`config.mk`:
```
export PLATFORM = sky130hd
export DESIGN_NAME = mem_arbiter_flat
export DESIGN_NICKNAME = d
export VERILOG_FILES = /design/src/rtl/mem_arbiter_pkg.sv /design/src/rtl/mem_arbiter_if.sv /design/src/rtl/mem_arbiter_pick.sv /design/src/rtl/mem_arbiter.sv /design/src/flat_wrapper.sv
export SDC_FILE = /design/constraint.sdc
export NUM_CORES = 1
export LEC_CHECK = 0
export BUFFER_PORTS_ARGS = -buffer_cell sky130_fd_sc_hd__buf_2
export CAP_MARGIN = 10
export CORE_AREA = 2 2 253 255
export CTS_BUF_LIST = sky130_fd_sc_hd__clkbuf_4 sky130_fd_sc_hd__clkbuf_8 sky130_fd_sc_hd__clkbuf_16
export CTS_CLUSTER_SIZE = 30
export DETAILED_ROUTE_END_ITERATION = 10
export DIE_AREA = 0 0 255 257
export GPL_TIMING_DRIVEN = 0
export PLACE_DENSITY = 0.5
export SYNTH_ARGS = -nofsm -noshare
export SYNTH_HDL_FRONTEND = slang
export SYNTH_SLANG_ARGS = --single-unit
```
`constraint.sdc`:
```
create_clock -name clk -period 2.9 [get_ports clk]
set_input_delay 0.29 -clock clk [delete_from_list [all_inputs] [get_ports clk]]
set_output_delay 0.29 -clock clk [all_outputs]
set_load 0.01 [all_outputs]
```
`src/rtl/mem_arbiter_pkg.sv`:
```
// Shared types and defaults for the instruction/data memory arbiter.
// States, requester ownership, grant bit positions and word-index helper.
package mem_arbiter_pkg;

    typedef enum logic [1:0] {
        ST_IDLE   = 2'd0,
        ST_ACCESS = 2'd1,
        ST_RESP   = 2'd2
    } state_e;

    typedef enum logic {
        OWN_IF  = 1'b0,
        OWN_MEM = 1'b1
    } owner_e;

    localparam logic [63:0] PC_START_DEFAULT = 64'h8000_0000;

    localparam int unsigned GNT_IF  = 0;
    localparam int unsigned GNT_MEM = 1;

    // Byte address to 64-bit word index; wraps modulo 2^64 below the base.
    function automatic logic [63:0] word_idx(input logic [63:0] addr,
                                             input logic [63:0] base);
        return (addr - base) >> 3;
    endfunction

endpackage

```
`src/rtl/mem_arbiter_if.sv`:
```
// Bundle of fetch, load/store and RAM-side signals around mem_arbiter.
// slave = arbiter view, master = requesters plus RAM model view.
interface mem_arbiter_if;

    logic        if_req_valid;
    logic        if_req_ready;
    logic [63:0] if_req_addr;
    logic        if_resp_valid;
    logic        if_resp_ready;
    logic [63:0] if_resp_data;

    logic        mem_req_valid;
    logic        mem_req_ready;
    logic [63:0] mem_req_addr;
    logic        mem_req_wen;
    logic [63:0] mem_req_wdata;
    logic [63:0] mem_req_wmask;
    logic        mem_resp_valid;
    logic        mem_resp_ready;
    logic [63:0] mem_resp_data;

    logic        ram_en;
    logic [63:0] ram_idx;
    logic [63:0] ram_rdata;
    logic [63:0] ram_wdata;
    logic [63:0] ram_wmask;
    logic        ram_wen;

    modport slave (
        input  if_req_valid, if_req_addr, if_resp_ready,
        input  mem_req_valid, mem_req_addr, mem_req_wen, mem_req_wdata, mem_req_wmask,
        input  mem_resp_ready, ram_rdata,
        output if_req_ready, if_resp_valid, if_resp_data,
        output mem_req_ready, mem_resp_valid, mem_resp_data,
        output ram_en, ram_idx, ram_wdata, ram_wmask, ram_wen
    );

    modport master (
        output if_req_valid, if_req_addr, if_resp_ready,
        output mem_req_valid, mem_req_addr, mem_req_wen, mem_req_wdata, mem_req_wmask,
        output mem_resp_ready, ram_rdata,
        input  if_req_ready, if_resp_valid, if_resp_data,
        input  mem_req_ready, mem_resp_valid, mem_resp_data,
        input  ram_en, ram_idx, ram_wdata, ram_wmask, ram_wen
    );

endinterface

```
`src/rtl/mem_arbiter_pick.sv`:
```
// mem_arb_pick: two-requester arbitration to a one-hot grant.
// prio_i names the requester that wins when both are valid.
module mem_arb_pick
    import mem_arbiter_pkg::*;
(
    input  logic       if_valid_i,
    input  logic       mem_valid_i,
    input  owner_e     prio_i,
    output logic [1:0] grant_o
);

    always_comb begin
        grant_o = '0;
        if (if_valid_i && mem_valid_i) begin
            if (prio_i == OWN_MEM) grant_o[GNT_MEM] = 1'b1;
            else                   grant_o[GNT_IF]  = 1'b1;
        end else if (mem_valid_i) begin
            grant_o[GNT_MEM] = 1'b1;
        end else if (if_valid_i) begin
            grant_o[GNT_IF] = 1'b1;
        end
    end

endmodule

```
`src/rtl/mem_arbiter.sv`:
```
// Single-port RAM arbiter between instruction fetch and load/store: IDLE/ACCESS/RESP.
// Define ARB_ROUND_ROBIN_EN for round-robin arbitration; default is fixed mem-over-if.
module mem_arbiter
    import mem_arbiter_pkg::*;
#(
    parameter logic [63:0] PC_START = PC_START_DEFAULT
)(
    input  logic         clk,
    input  logic         rst_n,
    mem_arbiter_if.slave bus
);

    state_e      state_q, state_d;
    owner_e      owner_q, owner_d;
    logic [63:0] addr_q,  addr_d;
    logic        wen_q,   wen_d;
    logic [63:0] wdata_q, wdata_d;
    logic [63:0] wmask_q, wmask_d;
    logic [63:0] rdata_q, rdata_d;

    logic [1:0]  grant;
    owner_e      prio;
    logic        take;

    mem_arb_pick u_pick (
        .if_valid_i  (bus.if_req_valid),
        .mem_valid_i (bus.mem_req_valid),
        .prio_i      (prio),
        .grant_o     (grant)
    );

    // rst_n gates the grant so ready stays low while reset is held.
    assign take = (state_q == ST_IDLE) && rst_n && (grant != 2'b00);

`ifdef ARB_ROUND_ROBIN_EN
    owner_e rr_q, rr_d;

    assign prio = rr_q;

    always_comb begin
        rr_d = rr_q;
        if (take) rr_d = grant[GNT_MEM] ? OWN_IF : OWN_MEM;
    end

    always_ff @(posedge clk or negedge rst_n) begin
        if (!rst_n) rr_q <= OWN_IF;
        else        rr_q <= rr_d;
    end
`else
    assign prio = OWN_MEM;
`endif

    always_comb begin
        state_d = state_q;
        owner_d = owner_q;
        addr_d  = addr_q;
        wen_d   = wen_q;
        wdata_d = wdata_q;
        wmask_d = wmask_q;
        rdata_d = rdata_q;

        bus.if_req_ready   = 1'b0;
        bus.mem_req_ready  = 1'b0;
        bus.if_resp_valid  = 1'b0;
        bus.if_resp_data   = '0;
        bus.mem_resp_valid = 1'b0;
        bus.mem_resp_data  = '0;
        bus.ram_en         = 1'b0;
        bus.ram_idx        = '0;
        bus.ram_wdata      = '0;
        bus.ram_wmask      = '0;
        bus.ram_wen        = 1'b0;

        case (state_q)
            ST_IDLE: begin
                if (take) begin
                    state_d = ST_ACCESS;
                    if (grant[GNT_MEM]) begin
                        bus.mem_req_ready = 1'b1;
                        owner_d = OWN_MEM;
                        addr_d  = bus.mem_req_addr;
                        wen_d   = bus.mem_req_wen;
                        wdata_d = bus.mem_req_wdata;
                        wmask_d = bus.mem_req_wmask;
                    end else begin
                        bus.if_req_ready = 1'b1;
                        owner_d = OWN_IF;
                        addr_d  = bus.if_req_addr;
                        wen_d   = 1'b0;
                        wdata_d = '0;
                        wmask_d = '0;
                    end
                end
            end
            ST_ACCESS: begin
                bus.ram_en    = 1'b1;
                bus.ram_idx   = word_idx(addr_q, PC_START);
                bus.ram_wen   = wen_q;
                bus.ram_wdata = wdata_q;
                bus.ram_wmask = wmask_q;
                rdata_d       = wen_q ? '0 : bus.ram_rdata;
                state_d       = ST_RESP;
            end
            ST_RESP: begin
                if (owner_q == OWN_IF) begin
                    bus.if_resp_valid = 1'b1;
                    bus.if_resp_data  = rdata_q;
                    if (bus.if_resp_ready) state_d = ST_IDLE;
                end else begin
                    bus.mem_resp_valid = 1'b1;
                    bus.mem_resp_data  = rdata_q;
                    if (bus.mem_resp_ready) state_d = ST_IDLE;
                end
            end
            default: state_d = ST_IDLE;
        endcase
    end

    always_ff @(posedge clk or negedge rst_n) begin
        if (!rst_n) begin
            state_q <= ST_IDLE;
            owner_q <= OWN_IF;
            addr_q  <= '0;
            wen_q   <= 1'b0;
            wdata_q <= '0;
            wmask_q <= '0;
            rdata_q <= '0;
        end else begin
            state_q <= state_d;
            owner_q <= owner_d;
            addr_q  <= addr_d;
            wen_q   <= wen_d;
            wdata_q <= wdata_d;
            wmask_q <= wmask_d;
            rdata_q <= rdata_d;
        end
    end

endmodule
```
`src/flat_wrapper.sv`:
```
// flat-port wrapper written by rule: the top's interface ports become plain ports
module mem_arbiter_flat import mem_arbiter_pkg::*;
#(
    parameter logic [63:0] PC_START = PC_START_DEFAULT
)
  (clk, rst_n, bus_if_req_valid, bus_if_req_addr, bus_if_resp_ready, bus_mem_req_valid, bus_mem_req_addr, bus_mem_req_wen, bus_mem_req_wdata, bus_mem_req_wmask, bus_mem_resp_ready, bus_ram_rdata, bus_if_req_ready, bus_if_resp_valid, bus_if_resp_data, bus_mem_req_ready, bus_mem_resp_valid, bus_mem_resp_data, bus_ram_en, bus_ram_idx, bus_ram_wdata, bus_ram_wmask, bus_ram_wen);
  mem_arbiter_if bus_i ();
  input  logic clk;
  input  logic rst_n;
  input wire logic [$bits(bus_i.if_req_valid)-1:0] bus_if_req_valid;
  input wire logic [$bits(bus_i.if_req_addr)-1:0] bus_if_req_addr;
  input wire logic [$bits(bus_i.if_resp_ready)-1:0] bus_if_resp_ready;
  input wire logic [$bits(bus_i.mem_req_valid)-1:0] bus_mem_req_valid;
  input wire logic [$bits(bus_i.mem_req_addr)-1:0] bus_mem_req_addr;
  input wire logic [$bits(bus_i.mem_req_wen)-1:0] bus_mem_req_wen;
  input wire logic [$bits(bus_i.mem_req_wdata)-1:0] bus_mem_req_wdata;
  input wire logic [$bits(bus_i.mem_req_wmask)-1:0] bus_mem_req_wmask;
  input wire logic [$bits(bus_i.mem_resp_ready)-1:0] bus_mem_resp_ready;
  input wire logic [$bits(bus_i.ram_rdata)-1:0] bus_ram_rdata;
  output wire logic [$bits(bus_i.if_req_ready)-1:0] bus_if_req_ready;
  output wire logic [$bits(bus_i.if_resp_valid)-1:0] bus_if_resp_valid;
  output wire logic [$bits(bus_i.if_resp_data)-1:0] bus_if_resp_data;
  output wire logic [$bits(bus_i.mem_req_ready)-1:0] bus_mem_req_ready;
  output wire logic [$bits(bus_i.mem_resp_valid)-1:0] bus_mem_resp_valid;
  output wire logic [$bits(bus_i.mem_resp_data)-1:0] bus_mem_resp_data;
  output wire logic [$bits(bus_i.ram_en)-1:0] bus_ram_en;
  output wire logic [$bits(bus_i.ram_idx)-1:0] bus_ram_idx;
  output wire logic [$bits(bus_i.ram_wdata)-1:0] bus_ram_wdata;
  output wire logic [$bits(bus_i.ram_wmask)-1:0] bus_ram_wmask;
  output wire logic [$bits(bus_i.ram_wen)-1:0] bus_ram_wen;
  assign bus_i.if_req_valid = bus_if_req_valid;
  assign bus_i.if_req_addr = bus_if_req_addr;
  assign bus_i.if_resp_ready = bus_if_resp_ready;
  assign bus_i.mem_req_valid = bus_mem_req_valid;
  assign bus_i.mem_req_addr = bus_mem_req_addr;
  assign bus_i.mem_req_wen = bus_mem_req_wen;
  assign bus_i.mem_req_wdata = bus_mem_req_wdata;
  assign bus_i.mem_req_wmask = bus_mem_req_wmask;
  assign bus_i.mem_resp_ready = bus_mem_resp_ready;
  assign bus_i.ram_rdata = bus_ram_rdata;
  assign bus_if_req_ready = bus_i.if_req_ready;
  assign bus_if_resp_valid = bus_i.if_resp_valid;
  assign bus_if_resp_data = bus_i.if_resp_data;
  assign bus_mem_req_ready = bus_i.mem_req_ready;
  assign bus_mem_resp_valid = bus_i.mem_resp_valid;
  assign bus_mem_resp_data = bus_i.mem_resp_data;
  assign bus_ram_en = bus_i.ram_en;
  assign bus_ram_idx = bus_i.ram_idx;
  assign bus_ram_wdata = bus_i.ram_wdata;
  assign bus_ram_wmask = bus_i.ram_wmask;
  assign bus_ram_wen = bus_i.ram_wen;
  mem_arbiter #(.PC_START(PC_START)) u_core (.clk(clk), .rst_n(rst_n), .bus(bus_i));
endmodule
```
### Word-level counts from Yosys, hierarchy flattened

Index checks and enable logic that the tools add are counted.

* register bits: 260
* logic and storage cells: 53
* output and inout bits: 326

* $add $sub $neg: 1
* equality and inequality tests: 5
* mux-type cells: 33
* reduce and logical (&&, ||, !) cells: 7

Operators by type and width (count)
* 64-bit two-way mux: 10
* 64-bit by 32-bit subtractor with 64-bit output, second input constant: 1
* 61-bit two-way mux: 1
* 1-bit two-way mux: 16
* 2-bit two-way mux: 5
* 2-bit case mux with 3 select lines: 1
* 1-bit logical AND: 3
* 3-bit by 2-bit != test with 1-bit output, second input constant: 1
* 3-bit != test, second input constant: 1
* 3-bit AND reduction: 1
* 2-bit by 1-bit equality test with 1-bit output, second input constant: 1
* 2-bit equality test, second input constant: 1
* 2-bit zero test: 1
* 2-bit by 1-bit != test with 1-bit output, second input constant: 1
* 2-bit AND reduction: 1
* 2-bit nonzero test: 1

### Depth between registers and ports, before layout

Gate-level depths: netlist of the first run.

* depth in word-level cells: 7
* depth in mapped cells: 7
* gate-level depth less buffers: 6

### Cells and area by module

From an unflattened synthesis of the first run, not the netlist that was laid out.

* cell total of the unflattened synthesis: 1582
* area total of the unflattened synthesis: 13476.7 µm²

By module, submodules not included
* mem_arbiter: area each 13457.9 µm², times used 1, sequential area each 6431.2 µm², cells each 1579
* mem_arb_pick: area each 18.8 µm², times used 1, sequential area each 0.0 µm², cells each 3

### Least setup slack after synthesis of the first run

OpenSTA, ideal clock, no wires.

* path type: reg-to-output
* start point: register u_core.addr_q[31]
* end point: output bus_ram_idx[56]
* arrival: 2081 ps
* cell stages (with the launch flop): 7
* path buffers: 0
* required time: 2610 ps
* setup slack: 529 ps
* cells stage by stage: dfrtp_1 > inv_1 > ha_1 > nor4b_2 > nand4_1 > or4_2 > a21oi_1

* word-level cells in the longest chain between the ends: 2

RTL lines
* start: declaration: RTL line mem_arbiter.sv:15 `logic [63:0] addr_q, addr_d;`
* start signal: assignment: RTL line mem_arbiter.sv:131 `addr_q <= addr_d;`
* 64-bit by 32-bit subtractor with 64-bit output: RTL line mem_arbiter_pkg.sv:24 `return (addr - base) >> 3;`
* 61-bit two-way mux: RTL line mem_arbiter.sv:74 `case (state_q)`
* end: declaration: RTL line flat_wrapper.sv:27 `output wire logic [$bits(bus_i.ram_idx)-1:0] bus_ram_idx;`

No other way between the ends.

### Worst setup path in the final report of the first run

* start point: register u_core.addr_q[56]
* end point: output bus_ram_idx[60]

Same word-level chain as after synthesis.

==> impl_results.md, run 1 <==
* Outcome: complete, but fails checks
* Failing checks: setup timing
* Final period util at 1.05
* Main synth FF type: dfrtp_1
* Slew Limit Fails at 0
* Detail Placement HPWL at 42.4 mm
* Maximum vdd drop at 0.440 mV
* Final setup fails at 8
* Vias in the first global route at 14,443
* Area growth from synthesis to layout at 76.1%
* Register bit count reported by yosys at 257
* Pleak at 0.0115 uW
* Nets@finish at 2,603
* Unique cell type count in the Yosys netlist at 42
* EDFF count, synth at 0
* Pre-Repair DR Iteration Count at 10
* Fin crit period at 3.03 ns
* Clock tree buffer depth at 3
* Netlist Area Pre-Place at 0.0125 mm2
* Worst slew pin tran at 0.996 ns
* Worst-Skew Late Latency at 0.59 ns
* Setup tns final at -0.545 ns
* Slew HR at 0.336
* Layout Skew at 0.0196 ns
* Synth top area share at 0.516
* IO Count at 653
* Wire per inst at 18.5 um
* DRT iter0 DRCs at 1,102
* Required @ worst endpoint at 2.61 ns
* Kind of critical path: reg -> out
* Row count at 92
* Hold slack final at 0.445 ns
* Initial antenna violation count at 9
* CP endpoint kind: output pin
* CP arrival at 2.74 ns
* Final Hold Viols at 0
* Min-Delay Path Class: in -> reg
* Clock transition at path regs at 0.06 ns
* Sequential fraction of the synthesis area at 0.516
* Ys Warns at 0
* Synth Instances at 1,242
* Final setup margin at -0.133 ns
* Share of flip-flops with an asynchronous set or reset at 1.00
* Die Height at 257 um
* Via count at 13,862
* Num CTS Buffers at 31
* PortBufs at 643
* Post-route DRC violation count at 0
* Synth cell count leaders: and2_1, dfrtp_1, nand2_1
* Grt ovf at 0
* Initial Utilization at 0.199
* Die W at 255 um
* Drt total wl at 58.2 mm
* CTS tree: done
* F_max at 330 MHz
* Vias per cell at 4.40
* GP Congestion at 0.889
* Largest net degree at the start of global routing at 113
* Share of cells above drive strength 1 at 0.360
* Max-cap violations at 0
* Unrepaired setup endpoints after global routing: true
* TritonCTS Sinks at 257
* Full die area at 0.0655 mm2
* Post-synth top area cell: dfrtp_1
* CP Launch Type: flop
* Most numerous cell in the Yosys netlist: and2_1
* Top cells by area, synth: dfrtp_1, and2_1, a22o_1
* First-pass GRT wire length at 86.3 mm
* DRT antenna net count at 0
* Critical path fanouts, max at 4
* Final Util at 0.350
* Avg Inst Size Synth at 10.0 um2
* Core area at 0.0627 mm2
* All-Layer GR Usage at 0.170
* Root Driver: clkbuf_16
* Power density cells at 833 mW/mm2
* CTS H-tree depth at 1
what timing repair did:
item	CTS	global route
cloned	1	1
setup endpoints to repair	401	76
buffers inserted	25	5
pin swaps	19	9
hold endpoints to repair	316	0
resized for setup	88	44
hold buffers	325	0
power breakdown:
part           internal [uW]  switching, uW  total, uW
combinational           3700           3770       7470
sequential              5250           1450       6690
clock                   2450           1700       4140
final cells by class:
class	instances	area (um2)
diodes	4	10.0
plain buffers	110	528
clock buffers	40	900
clock inverters	18	179
fillers	6387	40800
inverters	66	248
multi-input cells	807	5680
flip-flops and latches	257	6440
well taps	846	1060
repair buffers	1002	6930
metal layers:
layer,vias to the layer above,routed length (um),GRT usage
li1,6381,-,-
met1,6747,23500,0.205
met2,606,28400,0.297
met3,122,4140,0.0358
met4,6,2150,0.0569
met5,-,38,0
stage by stage:
step                      setup slack, ns  cells  cell area [um2]  power, uW
after floorplan                     0.529   1244            12500       9790
after global placement              -5.26   2733            16800      12400
after detailed placement            -1.52   2735            16800      12500
after CTS                          -0.168   3141            21800      18200
after global routing               -0.208   3148            22000      19500
final                              -0.133   3150            22000      18300
worst paths after layout:
path | start | endpoint | slack, ns | cells past startpoint
hold reg to reg | u_core.rdata_q[24] | u_core.rdata_q[24] | 0.48 | 2
min in group asynchronous | rst_n | u_core.wdata_q[49] | 0.48 | 5
max in group asynchronous | rst_n | u_core.rdata_q[30] | 1.70 | 3
hold / removal | bus_mem_req_wmask[43] | u_core.wmask_q[43] | 0.45 | 3
setup reg to reg | u_core.state_q[0] | u_core.addr_q[18] | 0.22 | 6
setup / recovery | u_core.addr_q[56] | bus_ram_idx[60] | -0.13 | 5
registers in the layout (all words and copies together), names as in the netlist:
register and flops:
u_core.rdata_q 64, u_core.state_q 2, u_core.wmask_q 64, u_core.wdata_q 64, u_core.addr_q 61, u_core.owner_q 1
u_core.wen_q 1
critical path, stage by stage (launching register included):
cell,delay [ns]
dfrtp_1,0.39
or4_4,0.56
or4b_4,0.51
or4_4,0.42
a21oi_2,0.14
buf_6,0.13
layout by cell type, fill, tap and decap left out, types with 6 or more instances in the layout:
cell type / Yosys / routed
xor2_1: 7 / 7
clkinv_2: 0 / 11
clkbuf_2: 0 / 19
a22o_1: 129 / 129
buf_6: 0 / 9
and2_1: 285 / 285
a21oi_1: 18 / 10
nand2b_1: 6 / 6
or3_1: 9 / 7
o21ai_0: 9 / 6
clkbuf_16: 0 / 32
dfrtp_2: 0 / 6
buf_16: 0 / 6
dfrtp_1: 257 / 251
a21oi_2: 0 / 7
or4_4: 1 / 7
buf_2: 0 / 639
buf_4: 3 / 28
clkbuf_1: 109 / 77
inv_1: 66 / 63
dlygate4sd3_1: 0 / 321
a222oi_1: 61 / 61
nand2_1: 135 / 135
nand3b_1: 65 / 65
clkbuf_8: 0 / 13
nor2_1: 17 / 17
cell families after synthesis:
kind of cell | after synthesis | synth area share
AO/OA/AOI/OAI | 231 | 0.159
XOR/XNOR | 9 | 0.00632
adder cells (fa/ha/maj) | 1 | 0.00100
buffers and inverters | 180 | 0.0551
flip-flops | 257 | 0.516
multiplexers | 4 | 0.00331
other | 1 | 0.000301
AND/OR/NAND/NOR | 559 | 0.259
No activity file was read; power rests on OpenSTA's default activity.
==> run 2: changes to the inputs <==
--- a/config.mk
+++ b/config.mk
@@ -14,6 +14,8 @@
 export DIE_AREA = 0 0 255 257
 export GPL_TIMING_DRIVEN = 0
 export PLACE_DENSITY = 0.5
+export RECOVER_POWER = 50
+export SKIP_LAST_GASP = 1
 export SYNTH_ARGS = -nofsm -noshare
 export SYNTH_HDL_FRONTEND = slang
 export SYNTH_SLANG_ARGS = --single-unit
==> impl_results.md, run 2 (synthesis results as in run 1) <==
* Reg2reg path depth at 7 (+1)
* Die W at 255 um (unchanged)
* Detail Placement HPWL at 42.4 mm (unchanged)
* IO Count at 653 (unchanged)
* Placement Setup Slack at -1.52 ns (unchanged)
* Grt ovf at 0 (unchanged)
* Kind of critical path: reg -> out
* Worst-Skew Late Latency at 0.59 ns (about the same)
* CTS H-tree depth at 1 (unchanged)
* CP endpoint kind: output pin
* Vias per cell at 4.40 (about the same)
* CP Launch Type: flop
* Final Non-Filler Cells at 3,152 (+0.063%)
* Area growth from synthesis to layout at 74.7%
* Seq pwr share at 0.366 (about the same)
* Final period util at 1.05 (+0.00418)
* Worst slew pin tran at 2.01 ns (+1.01 ns)
* Gate power share at 0.407 (about the same)
* Final setup fails at 10 (+2)
* Root Driver: clkbuf_16
* Crit path to: bus_ram_idx[58]
* Power density cells at 838 mW/mm2 (+0.64%)
* Placed cell count at 2,735 (unchanged)
* Hold Startpoint: bus_mem_req_wmask[43]
* Required @ worst endpoint at 2.61 ns (about the same)
* Wire per inst at 18.5 um (about the same)
* Regs by FF count: u_core.rdata_q: 64 flops, u_core.wdata_q: 64 flops, u_core.wmask_q: 64 flops
* Final Hold Viols at 0 (unchanged)
* Num CTS Buffers at 31 (unchanged)
* Clock tree buffer depth at 3 (unchanged)
* Most frequent cells in the layout: buf_2, dlygate4sd3_1, and2_1
* Hold slack final at 0.447 ns (+0.00208 ns)
* Critical path startpoint: u_core.addr_q[56]
* Failing checks: capacitance limit, slew limit, setup timing
* Maximum vdd drop at 0.443 mV (+0.67%)
* Share of cells above drive strength 1 at 0.352 (-0.00770)
* Sw Pwr at 6920 uW (about the same)
* Row count at 92 (unchanged)
* CTS tree: done
* Drt total wl at 58.3 mm (+0.14%)
* Post-route DRC violation count at 0 (unchanged)
* Layout Skew at 0.0155 ns (-0.00417 ns)
* Critical R2R Capture: u_core.addr_q[53]
* Overall power at 18,300 uW (-0.16%)
* First-pass GRT wire length at 86.2 mm (about the same)
* Clock transition at path regs at 0.06 ns (about the same)
* Fin crit period at 3.04 ns (+0.0121 ns)
* Vias in the first global route at 14,470 (+0.19%)
* Slew HR at -0.338 (-0.674)
* Via count at 13,866 (+0.029%)
* Switching Fraction at 0.378 (+0.000762)
* Commonest non-fill, non-tap cell in the layout: buf_2
* Full die area at 0.0655 mm2 (unchanged)
* Slew Limit Fails at 157 (+157)
* All-Layer GR Usage at 0.170 (about the same)
* PortBufs at 643 (unchanged)
* Pleak at 0.0113 uW (-1.1%)
* DRT iter0 DRCs at 1,161 (+5.4%)
* Final setup margin at -0.145 ns (-0.0121 ns)
* CP arrival at 2.75 ns (about the same)
* Largest net degree at the start of global routing at 113 (unchanged)
* Unrepaired setup endpoints after global routing: true
* Clock share of power at 0.227 (about the same)
* DRT antenna net count at 0 (unchanged)
* Die Height at 257 um (unchanged)
* Pre-Repair DR Iteration Count at 11 (+1)
* Critical path fanouts, max at 4 (unchanged)
* F_max at 328 MHz (-0.40%)
* Min-Delay Path Class: in -> reg
* Worst R2R Setup Slack at 0.13 ns (-0.09 ns)
* Initial antenna violation count at 9 (unchanged)
* Outcome: complete, but fails checks
* Core area at 0.0627 mm2 (unchanged)
* Internal at 11,400 uW (-0.29%)
* TritonCTS Sinks at 257 (unchanged)
* Reg-to-reg startpoint: u_core.state_q[0]
* GP Congestion at 0.889 (unchanged)
* Nets@finish at 2,605 (+0.077%)
* Initial Utilization at 0.199 (unchanged)
* Max-cap violations at 2 (+2)
-- run 2: cell types whose count changed in the layout (fill, tap and decap cells not counted), sizes merged --
cell	previous run	this run
clkbuf	144	159
buf	685	673
bufbuf	1	0
clkdlybuf4s15	1	0
dlymetal6s4s	0	1
-- run 2: final cells by class --
cell class	count	area, um2
Fill cell	6417	40900
Timing Repair Buffer	1004	6780
Sequential cell	257	6440
Multi-Input combinational cell	807	5660
Tap cell	846	1060
Clock buffer	40	900
Buffer	110	518
Inverter	66	248
Clock inverter	18	179
Antenna cell	4	10.0
-- run 2: worst max-delay path, cell delays in order, from the launching register on --
cell and delay (ns):
dfrtp_1 0.38, or4_4 0.56, or3_1 0.38, or4_1 0.51, a21oi_1 0.16, buf_2 0.17
-- run 2: what timing repair did --
item                                    CTS  global route
hold endpoints to repair                316             0
endpoints found under the setup margin  401            77
pin swaps                                18            11
setup buffers                            25             7
resized for setup                        84            44
cloned                                    1             1
hold buffers                            325             0
-- run 2: how the worst min path moves through the flow --
stage / end / slack [ns] / cells after the start
floorplan: u_core.addr_q[10] / -0.006 / 0
finish: u_core.wmask_q[43] / 0.45 / 3
CTS: u_core.wmask_q[13] / 0.40 / 3
detailed placement: u_core.wdata_q[45] / 0.22 / 1
global route: u_core.wmask_q[7] / 0.43 / 3
global placement: u_core.rdata_q[8] / 0.46 / 2
-- run 2: routing by layer --
layer  vias up  share of wire  global-route usage  wire [um]
met1      6757           0.40               0.205      23500
li1       6380              -                   -          -
met2       621           0.49               0.297      28700
met3       104          0.071              0.0358       4140
met5         -        0.00041                   0         24
met4         4          0.033              0.0572       1900
-- run 2: power groups by stage --
| stage | logic (uW) | registers (uW) | clock network (uW) |
|---|---|---|---|
| floorplan | 3790 | 6000 | 0 |
| global placement | 5910 | 6480 | 0 |
| detailed placement | 6020 | 6490 | 0 |
| CTS | 7360 | 6580 | 4270 |
| global route | 8160 | 6890 | 4390 |
| finish | 7430 | 6700 | 4150 |
-- run 2: through the flow --
stage               setup TNS, ns  instance area [um2]   util
floorplan                       0                12500      -
global placement         -1813.26                16800  0.267
detailed placement        -196.38                16800  0.268
CTS                        -0.740                21800  0.347
global route               -19.61                21800  0.347
finish                     -0.603                21800  0.347
==> run 3: changes to the inputs <==
--- a/config.mk
+++ b/config.mk
@@ -12,7 +12,6 @@
 export CTS_CLUSTER_SIZE = 30
 export DETAILED_ROUTE_END_ITERATION = 10
 export DIE_AREA = 0 0 255 257
-export GPL_TIMING_DRIVEN = 0
 export PLACE_DENSITY = 0.5
 export RECOVER_POWER = 50
 export SKIP_LAST_GASP = 1
==> impl_results.md, run 3 (synthesis results as in run 1) <==
* Max incr delay on CP at 0.55 ns (about the same)
* DRT antenna net count at 0 (unchanged)
* Critical path fanouts, max at 5 (+1)
* Num CTS Buffers at 31 (unchanged)
* Core area at 0.0627 mm2 (unchanged)
* Maximum vdd drop at 0.417 mV (-5.8%)
* PortBufs at 643 (unchanged)
* Share of cells above drive strength 1 at 0.364 (+0.0121)
* Clock tree buffer depth at 3 (unchanged)
* Reg-to-reg startpoint: u_core.state_q[0]
* Die Height at 257 um (unchanged)
* Hold Path Depth at 3 (unchanged)
* Largest net degree at the start of global routing at 121 (+7.1%)
* Regs by FF count: u_core.rdata_q: 64 flops, u_core.wdata_q: 64 flops, u_core.wmask_q: 64 flops
* Final setup margin at -0.217 ns (-0.0723 ns)
* CTS tree: done
* Reg2reg path depth at 7 (unchanged)
* Failing checks: capacitance limit, slew limit, setup timing
* Final period util at 1.07 (+0.0249)
* Required @ worst endpoint at 2.61 ns (about the same)
* CTS H-tree depth at 1 (unchanged)
* Max-cap violations at 2 (unchanged)
* Critical path startpoint: u_core.addr_q[56]
* Family with the most delay on the worst path: simple AND/OR/NAND/NOR gates
* Initial antenna violation count at 8 (-1)
* All-Layer GR Usage at 0.148 (-0.0215)
* Post-route DRC violation count at 0 (unchanged)
* Area growth from synthesis to layout at 71.8%
* CP arrival at 2.83 ns (+0.08 ns)
* Fin crit period at 3.12 ns (+0.0723 ns)
* Slew Limit Fails at 239 (+52%)
* Grt ovf at 0 (unchanged)
* Initial Utilization at 0.199 (unchanged)
* CP Launch Type: flop
* Final Util at 0.342 (-0.00570)
* Wire per inst at 16.6 um (-10%)
* Via count at 13,304 (-4.1%)
* F_max at 321 MHz (-2.3%)
* Final setup fails at 9 (-1)
* Row count at 92 (unchanged)
* Drt total wl at 50.8 mm (-13%)
* DRT iter0 DRCs at 1,094 (-5.8%)
* Nets@finish at 2,506 (-3.8%)
* Min-Delay Path Class: in -> reg
* Critical R2R Capture: u_core.addr_q[36]
* Die W at 255 um (unchanged)
* Most frequent CP cell: or4_4
* Commonest non-fill, non-tap cell in the layout: buf_2
* Slew HR at -0.156 (+0.183)
* Full die area at 0.0655 mm2 (unchanged)
* Clock transition at path regs at 0.06 ns (about the same)
* Worst-Skew Late Latency at 0.58 ns (about the same)
* Kind of critical path: reg -> out
* TritonCTS Sinks at 257 (unchanged)
* Pleak at 0.0112 uW (-0.94%)
* Detail Placement HPWL at 34.7 mm (-18%)
* Outcome: complete, but fails checks
* GP Congestion at 0.850 (-4.4%)
* Worst slew pin tran at 1.73 ns (-0.274 ns)
* Levels on crit path at 5 (unchanged)
* Pre-Repair DR Iteration Count at 8 (-3)
* Critical path buffer and inverter count at 1 (unchanged)
* Root Driver: clkbuf_16
* Unrepaired setup endpoints after global routing: true
* First-pass GRT wire length at 78.0 mm (-9.6%)
* Worst R2R Setup Slack at 0.33 ns (+0.20 ns)
* DP Area at 0.0167 mm2 (-0.48%)
* Vias per cell at 4.36 (-0.94%)
* Critical Path, Cell by Cell: or4_4 > or4b_4 > or4_4 > a21oi_4 > buf_6
* Layout Skew at 0.0170 ns (+0.00156 ns)
* Final Hold Viols at 0 (unchanged)
* CP endpoint kind: output pin
* Vias in the first global route at 14,021 (-3.1%)
* Power density cells at 841 mW/mm2 (+0.33%)
* Fin area at 0.0214 mm2 (-1.6%)
* Most frequent cells in the layout: buf_2, dlygate4sd3_1, and2_1
* Crit path to: bus_ram_idx[60]
* CP max-delay cell: or4_4
* IO Count at 653 (unchanged)
run 3: changes by cell type in the layout (fill, tap and decap cells not counted), sizes merged:
cell	delta
dlygate4sd3	-4
bufinv	+5
diode	+2
clkinvlp	-1
buf	+23
clkbuf	-117
clkinv	-4
dlymetal6s4s	-1
inv	-2
run 3: area by class of cell:
cell class / instances / area, um2
Clock inverter: 16 / 292
Inverter: 66 / 253
Multi-Input combinational cell: 807 / 5580
Tap cell: 846 / 1060
Fill cell: 6328 / 41300
Timing Repair Buffer: 1015 / 6920
Clock buffer: 40 / 875
Sequential cell: 257 / 6440
Antenna cell: 6 / 15.0
run 3: per-stage QoR:
step / hold slack, ns / setup slack [ns] / cells / setup TNS [ns] / power, uW
after global routing: 0.0267 / -0.265 / 3051 / -2.07 / 19300
after global placement: 0.152 / 0.326 / 2655 / 0 / 12100
after floorplan: -0.00559 / 0.529 / 1244 / 0 / 9790
after CTS: 0.00124 / -0.228 / 3042 / -1.09 / 18000
after detailed placement: 0.151 / 0.308 / 2655 / 0 / 12300
final: 0.0371 / -0.217 / 3053 / -1.07 / 18000
run 3: routing by layer:
layer  vias to the layer above  GRT usage  routed length, um
li1                       6183          -                  -
met1                      6457      0.178              20300
met2                       564      0.256              24900
met3                        98     0.0372               3980
met4                         2     0.0507               1580
met5                         -          0                 13
run 3: worst register-to-register path, stage by stage (launching register included):
cell and delay (ns):
dfrtp_1 0.42, nor3b_1 0.25, buf_4 0.18, and3b_4 0.46
buf_4 0.39, a222oi_1 0.15, dlygate4sd3_1 0.60, inv_1 0.06
run 3: how the worst min path moves through the flow:
stage                 startpoint            endpoint  slack, ns
2_1_floorplan              rst_n   u_core.addr_q[10]     -0.006
3_3_place_gp               rst_n  u_core.wdata_q[49]       0.15
3_5_place_dp               rst_n  u_core.wdata_q[49]       0.15
4_1_cts        bus_if_resp_ready   u_core.state_q[1]      0.001
5_1_grt        bus_if_resp_ready   u_core.state_q[1]       0.03
6_report       bus_if_resp_ready   u_core.state_q[1]       0.04
run 3: power breakdown:
part | total (uW) | leakage, uW | switching, uW | internal (uW)
Sequential | 6610 | 0.00325 | 1360 | 5250
Clock | 4460 | 0.000581 | 1630 | 2830
Combinational | 6970 | 0.00740 | 3390 | 3570
Total | 18000 | 0.0112 | 6390 | 11600
run 3: repair_timing:
action | in CTS | in global routing
resized for setup | 19 | 32
endpoints found under the hold margin | 290 | 0
setup endpoints to repair | 18 | 47
buffers inserted | 13 | 6
pin swaps | 4 | 7
hold buffers | 317 | 0
gates cloned | 1 | 0
